--- src/rtl/eth_rx_pkg.sv ---
// Shared Ethernet types for the MAC front ends (eth_tx / eth_rx).
// Latency: n/a (types and constants only).
// Backpressure: n/a.
//
// Contents: e_ether_type, st_eth_packet (480 bits, first wire byte in [479:472]),
//           CRC-32 constants and the header+payload capture depth.
package Types;

    typedef enum logic [15:0] {
        ETH_TYPE_IPV4 = 16'h0800,
        ETH_TYPE_ARP  = 16'h0806
    } e_ether_type;

    // dst/src/type/first 46 payload bytes; dst is the first byte on the wire
    typedef struct packed {
        logic [47:0]  dst;
        logic [47:0]  src;
        logic [15:0]  ether_type;
        logic [367:0] payload;
    } st_eth_packet;

    localparam logic [31:0] CRC32_POLY_REFL       = 32'hEDB88320;
    localparam logic [31:0] CRC32_RESIDUE         = 32'hDEBB20E3;
    localparam int          ETH_HDR_PAYLOAD_BYTES = 60;

endpackage

--- src/rtl/eth_rx_if.sv ---
// RMII receive bundle between the PHY side and the eth_rx MAC front end.
// Latency: n/a (wiring only).
// Backpressure: none; RMII is a free-running stream, results are pulses.
//
// Signals: eth_rxd/eth_crsdv from the PHY, eth_packet/pkt_valid/pkt_error back.
// Modports: master = PHY / stimulus side, slave = eth_rx.
interface eth_rx_if;
    import Types::*;

    logic [1:0]   eth_rxd;
    logic         eth_crsdv;
    st_eth_packet eth_packet;
    logic         pkt_valid;
    logic         pkt_error;

    modport master (
        output eth_rxd, eth_crsdv,
        input  eth_packet, pkt_valid, pkt_error
    );

    modport slave (
        input  eth_rxd, eth_crsdv,
        output eth_packet, pkt_valid, pkt_error
    );

endinterface

--- src/rtl/eth_rx_crc32_dibit.sv ---
// Reflected CRC-32 (poly EDB88320) advancing two bits per clock, LSB first.
// Latency: crc reflects a dibit one cycle after en; init has priority over en.
// Backpressure: none; en simply holds the register when low.
//
// Ports: eth_clk, rst_in (sync, active-high), init, en, d[1:0] -> crc[31:0].
// No final inversion is applied, so running over data+FCS leaves the residue.
module crc32_dibit
    import Types::*;
(
    input  logic        eth_clk,
    input  logic        rst_in,
    input  logic        init,
    input  logic        en,
    input  logic [1:0]  d,
    output logic [31:0] crc
);

    logic [31:0] r_crc;
    logic [31:0] w_crc_next;

    // d[0] is the earlier bit on the wire, so it is folded in first
    always_comb begin
        w_crc_next = r_crc;
        for (int i = 0; i < 2; i++) begin
            if (w_crc_next[0] ^ d[i]) begin
                w_crc_next = (w_crc_next >> 1) ^ CRC32_POLY_REFL;
            end else begin
                w_crc_next = w_crc_next >> 1;
            end
        end
    end

    always_ff @(posedge eth_clk) begin
        if (rst_in || init) begin
            r_crc <= 32'hFFFF_FFFF;
        end else if (en) begin
            r_crc <= w_crc_next;
        end
    end

    assign crc = r_crc;

endmodule

--- src/rtl/eth_rx.sv ---
// RMII receive front end: strips preamble/SFD, captures dst/src/type/46 payload bytes, checks length (+FCS).
// Latency: pkt_valid/pkt_error pulse one cycle after eth_crsdv is sampled low at frame end.
// Backpressure: none; eth_packet is held until the next good frame overwrites it.
//
// Ports: eth_clk, rst_in (sync, active-high), bus (eth_rx_if.slave: eth_rxd, eth_crsdv in;
//        eth_packet, pkt_valid, pkt_error out).
// Build option: define ETH_RX_FCS_CHECK_EN to instantiate crc32_dibit and reject FCS mismatches.
module eth_rx
    import Types::*;
#(
    parameter int MIN_FRAME_BYTES = 64,
    parameter int MAX_FRAME_BYTES = 1518
) (
    input  logic    eth_clk,
    input  logic    rst_in,
    eth_rx_if.slave bus
);

    typedef enum logic [1:0] {IDLE, PREAMBLE, DATA, DROP} e_rx_state;

    localparam logic [10:0] MIN_CNT      = 11'(MIN_FRAME_BYTES);
    localparam logic [10:0] MAX_CNT      = 11'(MAX_FRAME_BYTES);
    localparam logic [10:0] SHADOW_BYTES = 11'(ETH_HDR_PAYLOAD_BYTES);

    e_rx_state                           r_state;
    logic [1:0]                          r_dib_idx;
    logic [5:0]                          r_byte;      // three most recent dibits of the byte in flight
    logic [10:0]                         r_byte_cnt;
    logic [ETH_HDR_PAYLOAD_BYTES*8-1:0]  r_shadow;
    st_eth_packet                        r_packet;
    logic                                r_pkt_valid;
    logic                                r_pkt_error;

    logic [7:0] w_byte_next;
    logic [8:0] w_wr_lsb;
    logic       w_fcs_ok;
    logic       w_frame_good;

    // LSB-first dibits: the dibit arriving now is the top two bits of the byte
    assign w_byte_next = {bus.eth_rxd, r_byte};

    // byte n lands at [479-8n -: 8]; only evaluated while n < 60
    assign w_wr_lsb = 9'd472 - {r_byte_cnt[5:0], 3'b000};

`ifdef ETH_RX_FCS_CHECK_EN
    logic        w_crc_init;
    logic        w_crc_en;
    logic [31:0] w_crc;

    // restart on the SFD tail so the first dst dibit is the first one folded in
    assign w_crc_init = (r_state == PREAMBLE) && bus.eth_crsdv && (bus.eth_rxd == 2'b11);
    assign w_crc_en   = (r_state == DATA) && bus.eth_crsdv;

    crc32_dibit u_crc (
        .eth_clk (eth_clk),
        .rst_in  (rst_in),
        .init    (w_crc_init),
        .en      (w_crc_en),
        .d       (bus.eth_rxd),
        .crc     (w_crc)
    );

    assign w_fcs_ok = (w_crc == CRC32_RESIDUE);
`else
    assign w_fcs_ok = 1'b1;
`endif

    assign w_frame_good = (r_dib_idx == 2'd0) &&
                          (r_byte_cnt >= MIN_CNT) &&
                          (r_byte_cnt <= MAX_CNT) &&
                          w_fcs_ok;

    always_ff @(posedge eth_clk) begin
        if (rst_in) begin
            r_state     <= IDLE;
            r_dib_idx   <= 2'd0;
            r_byte      <= 6'd0;
            r_byte_cnt  <= 11'd0;
            r_shadow    <= '0;
            r_packet    <= '0;
            r_pkt_valid <= 1'b0;
            r_pkt_error <= 1'b0;
        end else begin
            r_pkt_valid <= 1'b0;
            r_pkt_error <= 1'b0;
            case (r_state)
                IDLE: begin
                    if (bus.eth_crsdv) begin
                        r_state <= PREAMBLE;
                    end
                end
                PREAMBLE: begin
                    if (!bus.eth_crsdv) begin
                        r_state <= IDLE;
                    end else if (bus.eth_rxd == 2'b11) begin
                        r_state    <= DATA;
                        r_dib_idx  <= 2'd0;
                        r_byte_cnt <= 11'd0;
                    end else if (bus.eth_rxd == 2'b10) begin
                        r_state <= DROP;
                    end
                end
                DATA: begin
                    // carrier loss mid-byte also lands here and fails the alignment check
                    if (!bus.eth_crsdv) begin
                        r_state <= IDLE;
                        if (w_frame_good) begin
                            r_packet    <= r_shadow;
                            r_pkt_valid <= 1'b1;
                        end else begin
                            r_pkt_error <= 1'b1;
                        end
                    end else begin
                        r_byte    <= {bus.eth_rxd, r_byte[5:2]};
                        r_dib_idx <= r_dib_idx + 2'd1;
                        if (r_dib_idx == 2'd3) begin
                            if (r_byte_cnt < SHADOW_BYTES) begin
                                r_shadow[w_wr_lsb +: 8] <= w_byte_next;
                            end
                            // saturate so a very long frame can never wrap back into range
                            if (r_byte_cnt != 11'h7FF) begin
                                r_byte_cnt <= r_byte_cnt + 11'd1;
                            end
                        end
                    end
                end
                DROP: begin
                    if (!bus.eth_crsdv) begin
                        r_state     <= IDLE;
                        r_pkt_error <= 1'b1;
                    end
                end
                default: r_state <= IDLE;
            endcase
        end
    end

    assign bus.eth_packet = r_packet;
    assign bus.pkt_valid  = r_pkt_valid;
    assign bus.pkt_error  = r_pkt_error;

endmodule
--- src/flat_wrapper.sv ---
// flat-port wrapper written by rule: the top's interface ports become plain ports
module eth_rx_flat import Types::*;
#(
    parameter int MIN_FRAME_BYTES = 64,
    parameter int MAX_FRAME_BYTES = 1518
)
  (eth_clk, rst_in, bus_eth_rxd, bus_eth_crsdv, bus_eth_packet, bus_pkt_valid, bus_pkt_error);
  eth_rx_if bus_i ();
  input  logic eth_clk;
  input  logic rst_in;
  input wire logic [$bits(bus_i.eth_rxd)-1:0] bus_eth_rxd;
  input wire logic [$bits(bus_i.eth_crsdv)-1:0] bus_eth_crsdv;
  output wire logic [$bits(bus_i.eth_packet)-1:0] bus_eth_packet;
  output wire logic [$bits(bus_i.pkt_valid)-1:0] bus_pkt_valid;
  output wire logic [$bits(bus_i.pkt_error)-1:0] bus_pkt_error;
  assign bus_i.eth_rxd = bus_eth_rxd;
  assign bus_i.eth_crsdv = bus_eth_crsdv;
  assign bus_eth_packet = bus_i.eth_packet;
  assign bus_pkt_valid = bus_i.pkt_valid;
  assign bus_pkt_error = bus_i.pkt_error;
  eth_rx #(.MIN_FRAME_BYTES(MIN_FRAME_BYTES), .MAX_FRAME_BYTES(MAX_FRAME_BYTES)) u_core (.eth_clk(eth_clk), .rst_in(rst_in), .bus(bus_i));
endmodule
--- config.mk ---
export PLATFORM = sky130hd
export DESIGN_NAME = eth_rx_flat
export DESIGN_NICKNAME = d
export VERILOG_FILES = /design/src/rtl/eth_rx_pkg.sv /design/src/rtl/eth_rx_if.sv /design/src/rtl/eth_rx_crc32_dibit.sv /design/src/rtl/eth_rx.sv /design/src/flat_wrapper.sv
export SDC_FILE = /design/constraint.sdc
export NUM_CORES = 2
export LEC_CHECK = 0
export CAP_MARGIN = 25
export CORE_ASPECT_RATIO = 1.1
export CORE_UTILIZATION = 55
export CTS_CLUSTER_SIZE = 25
export DETAILED_ROUTE_END_ITERATION = 12
export PLACE_DENSITY = 0.85
export RECOVER_POWER = 50
export SETUP_SLACK_MARGIN = 0.1
export SYNTH_ARGS = -nofsm -noshare
export SYNTH_HDL_FRONTEND = slang
export SYNTH_SLANG_ARGS = --single-unit
export TNS_END_PERCENT = 5
--- constraint.sdc ---
create_clock -name eth_clk -period 10.5 [get_ports eth_clk]
set_input_delay 1.575 -clock eth_clk [delete_from_list [all_inputs] [get_ports eth_clk]]
set_output_delay 1.575 -clock eth_clk [all_outputs]
set_load 0.005 [all_outputs]
# [Word level (Yosys, flattened, before mapping)]
# Cells that the tools add are included.
[totals] elab_cells=72 reg_bits=983
[op_classes] reduce_logical=13 shifts=2 eq_ne=15 n_bitwise=2 mux=22 order_cmp=3 add_sub_neg=4
[ops] cell="$bwmux 480" count=1
[ops] cell="$shift 8x11->480 const A" count=1
[ops] cell="$shiftx 8x11->480" count=1
[ops] cell="$mux 11" count=5
[ops] cell="$pmux 11 s2" count=1
[ops] cell="$mux 2" count=8
[ops] cell="$add 11x1->11 const B" count=1
[ops] cell="$ge 11x7->1 const B" count=1
[ops] cell="$le 11x11->1 const B" count=1
[ops] cell="$lt 11x6->1 const B" count=1
[ops] cell="$ne 11x11->1 const B" count=1
[ops] cell="$neg 9->11" count=1
[ops] cell="$eq 2x2->1 const B" count=5
[ops] cell="$sub 9x9->9 const A" count=1
[ops] cell="$ne 2x2->1 const B" count=4
[ops] cell="$reduce_and 4->1" count=2
[ops] cell="$ne 2x1->1 const B" count=3
[ops] cell="$pmux 2 s3" count=1
[ops] cell="$reduce_and 3->1" count=2
[ops] cell="$reduce_and 6->1" count=1
[ops] cell="$logic_not 2->1" count=2
[ops] cell="$mux 1" count=4
[ops] cell="$ne 4x2->1 const B" count=1
[ops] cell="$pmux 2 s2" count=1
[ops] cell="other kinds (9)" count=11

# [Logic depth before layout (Yosys ltp)]
[logic_depth] ltp_word=6 depth_mapped=12

# [Worst setup path before layout]
# Ideal clock, no wire load.
[synth_path] path_kind="input-to-reg" start="input port bus_eth_crsdv" end="register u_core.r_shadow[400]" slack_ns=6.799 path_stages=9 path_buffers=3 t_arrival_ns=3.573 setup_ns=0.129 path_cell_list="clkbuf_1 -> nand4b_1 -> nor4b_2 -> o211ai_1 -> or4_1 -> clkbuf_2 -> buf_6 -> nand3b_1 -> o21ai_0"
[synth_via] elab_chain_len=1
[synth_rtl] item="from (decl)" line="flat_wrapper.sv:12" rtl="input wire logic [$bits(bus_i.eth_crsdv)-1:0] bus_eth_crsdv;"
[synth_rtl] item="$reduce_and 4->1 (no source line)"
[synth_rtl] item="to (signal, indexed assignment)" line="eth_rx.sv:118" rtl="r_shadow[w_wr_lsb +: 8] <= w_byte_next;"
[synth_rtl] item="to (decl)" line="eth_rx.sv:29" rtl="logic [ETH_HDR_PAYLOAD_BYTES*8-1:0] r_shadow;"
# Every way passes these cells.
# A chain may end at the register's enable or synchronous reset.

# [Final worst setup path]
[layout_path] start="input port bus_eth_crsdv" end="register u_core.r_packet, in the netlist u_core.bus.eth_packet[459]"
[layout_via] elab_chain_len=2
[layout_rtl] item="$not 1->1 (no source line)"
[layout_rtl] item="$reduce_and 3->1 (no source line)"
[layout_rtl] item="to (signal assigned)" line="eth_rx.sv:108" rtl="r_packet <= r_shadow;"
[layout_rtl] item="to (decl)" line="eth_rx.sv:30" rtl="st_eth_packet r_packet;"
# Every way passes these cells.

==> results.py <==
metrics = {
    "setup_path": {
        "required_ns": 11.06,
        "reg2reg_slack_ns": 5.02,
        "cp-start-kind": "primary input",
        "critPathMaxFanout": 95,
        "worstPathArrival_ns": 6.35,
        "end_kind": "flip-flop",
        "crit_type": "in2reg",
    },
    "logic_synthesis": {
        "synth_top_area_share_pct": 54.9,
        "yosysUniqueCellTypes": 62,
        "yosysWarnings": 0,
        "synth_top_area_cell": "dfxtp_1",
        "synth_area_leaders": "dfxtp_1, nand2_1, a21oi_1",
        "synth-seq-area-share_pct": 54.9,
        "ys_seq_elements": 983,
        "synth_nets": 4083,
        "syn_area_per_cell_sq_um": 8.81,
        "synth.most_common_cell": "nand2_1",
        "syn_area_sq_mm": 0.0359,
        "synth_common_cells": "nand2_1, dfxtp_1, a21oi_1",
        "netlist_instances": 4070,
        "async_flop_share_pct": 0,
        "synth-edff-count": 0,
        "synth_top_flop_cell": "dfxtp_1",
    },
    "drt": {
        "wl_per_cell_um": 20.9,
        "drc_errors": 0,
        "vias": 30000,
        "antenna_left": 0,
        "first_pass_iters": 7,
        "routed_wl_mm": 111,
        "via_per_inst": 5.67,
        "first_iter_violations": 3168,
    },
    "grt": {
        "grt_first_pass_wirelength_mm": 166,
        "grt.overflow.total": 0,
        "grt_use_total_pct": 32.4,
        "grt_max_degree": 256,
        "grt_pass1_vias": 28400,
        "antenna_found_initial": 1,
    },
    "layout": {
        "fill_cells": 4829,
        "final_cells": 5301,
        "final_nets": 4401,
        "drive_gt1_share_pct": 5.02,
        "area_growth_pct": 23.6,
    },
    "cts": {
        "cts_hold_buf": 0,
        "clk_pin_slew_ns": 0.07,
        "cts_buffer_depth": 3,
        "htreeDepth": 3,
        "cts_root_buf": "clkbuf_16",
        "ctsResizeCount": 0,
        "post_cts_buffers": 0,
        "cts_tree": "yes",
        "cts_sinks": 983,
        "numCtsBuffers": 92,
        "clock_latency_ns": 0.65,
    },
    "place": {
        "gp_congestion": 0.921,
        "dp_hpwl_mm": 71.9,
        "io_buffers": 486,
        "dp.cells": 5130,
    },
    "timing": {
        "setup_viol": 0,
        "relSlewSlack_pct": -63.9,
        "finalSetupTns_ns": 0,
        "finalHoldViolations": 0,
        "fmax_mhz": 173,
        "min_period_ns": 5.79,
        "finalCritPeriodShare_pct": 55.2,
        "rsz0062_at_grt": "false",
        "slew_viol_final": 101,
        "fin_skew_ns": 0.0207,
        "worstMarginPinSlew_ns": 2.46,
    },
    "power": {
        "p_leak_nw": 17.2,
        "p_per_area_mw_per_mm2": 167,
        "ir_worst_vdd_mv": 0.136,
    },
    "die": {
        "coreArea_sq_mm": 0.0641,
        "row_count": 97,
        "dieWidth_um": 245,
        "die_h_um": 270,
        "ios": 487,
        "die-area_sq_mm": 0.0662,
        "start_util_pct": 56.0,
    },
    "status": {
        "status": "complete, but fails checks",
        "violations": "capacitance limit, slew limit",
    },
    "flow_run": {
        "maxCapViolCount": 2,
    },
    "min_path": {
        "hp-class": "reg2reg",
    },
}
[final timing paths]
check | startpoint | endpoint | depth (start not counted)
max reg2reg | u_core.r_byte_cnt[5] | u_core.bus.eth_packet[459] | 8
min | u_core.r_shadow[11] | u_core.bus.eth_packet[11] | 2
min reg2reg | u_core.r_shadow[11] | u_core.bus.eth_packet[11] | 2
max | bus_eth_crsdv | u_core.bus.eth_packet[459] | 8
[per-layer routing]
| metal | vias to the layer above | wire length [um] | track usage, % |
|---|---|---|---|
| met2 | 1106 | 51300 | 51.9 |
| met3 | 254 | 8810 | 6.98 |
| li1 | 14200 | - | - |
| met4 | 0 | 5770 | 16.6 |
| met1 | 14500 | 44700 | 41.0 |
| met5 | - | 0 | 0 |
[worst max-delay path, stage by stage]
cell and delay, ns:
dlygate4sd3_1 0.71, nand4b_1 0.25, a21o_1 1.77, clkbuf_1 0.40, buf_16 0.35, buf_4 0.74
nand2_1 0.14, a21oi_1 0.23
[cells in the final DEF, fill, tap and decap left out, types with 5 or more instances in the layout]
cell,n
bufinv_16,15
dfxtp_1,982
o2111ai_1,8
or4_1,5
nand3_1,60
xnor2_1,13
a21oi_1,512
nand2_1,1059
buf_4,31
nor3_1,14
or3_1,9
clkbuf_8,18
clkbuf_16,93
nand4b_1,5
nor2_1,137
nand2b_1,161
o21ai_0,196
inv_1,9
buf_6,5
nand4_1,12
o31ai_1,20
clkinv_2,14
buf_12,6
o211ai_1,5
dlygate4sd3_1,483
ha_1,8
nor2b_1,12
clkbuf_1,29
nand3b_1,214
nand2_2,5
mux2i_1,252
[report_power, final]
group | internal [W] | switching (W)
sequential | 0.00373 | 0.000000609
clock | 0.00213 | 0.00145
combinational | 0.0000288 | 0.0000681
total | 0.00589 | 0.00152
[area by class of cell]
| class | instances | area, sq um | area share [%] |
|---|---|---|---|
| multi-input cells | 2760 | 14900 | 33.6 |
| clock inverters | 38 | 648 | 1.46 |
| repair buffers | 542 | 5370 | 12.1 |
| flip-flops and latches | 983 | 19700 | 44.4 |
| diodes | 1 | 2.50 | 0.00564 |
| well taps | 841 | 1050 | 2.37 |
| inverters | 9 | 33.8 | 0.0762 |
| clock buffers | 127 | 2640 | 5.94 |
[sequential cells by signal, summed over array words and instances (netlist names)]
register and flops:
u_core.bus.eth_packet 480, u_core.r_shadow 480, u_core.r_byte_cnt 11, u_core.r_byte 6, u_core.r_dib_idx 2, u_core.r_state 2
u_core.bus.pkt_error 1, u_core.bus.pkt_valid 1
[cells by family after synthesis]
| kind of cell | count (synthesis) | share of synthesized area [%] |
|---|---|---|
| and+or+nand+nor | 1715 | 22.3 |
| DFF | 983 | 54.9 |
| AOI/OAI and AO/OA | 765 | 11.4 |
| buffers and inverters | 327 | 3.58 |
| muxes | 253 | 7.09 |
| xor gates and xnor gates | 19 | 0.485 |
| adders and majority gates | 8 | 0.279 |
[per-stage QoR]
step | utilization [%] | hold slack, ns | power [W] | setup WS, ns | cell area (sq um)
2_1_floorplan | - | 0.431 | 0.00389 | 6.80 | 35900
3_3_place_gp | 64.0 | 0.435 | 0.00391 | 5.01 | 41000
3_5_place_dp | 64.1 | 0.443 | 0.00391 | 5.14 | 41100
4_1_cts | 69.2 | 0.444 | 0.00744 | 5.77 | 44400
5_1_grt | 69.2 | 0.465 | 0.00760 | 4.39 | 44300
6_report | 69.2 | 0.448 | 0.00741 | 4.71 | 44300
No activity file was read; power rests on OpenSTA's default activity.
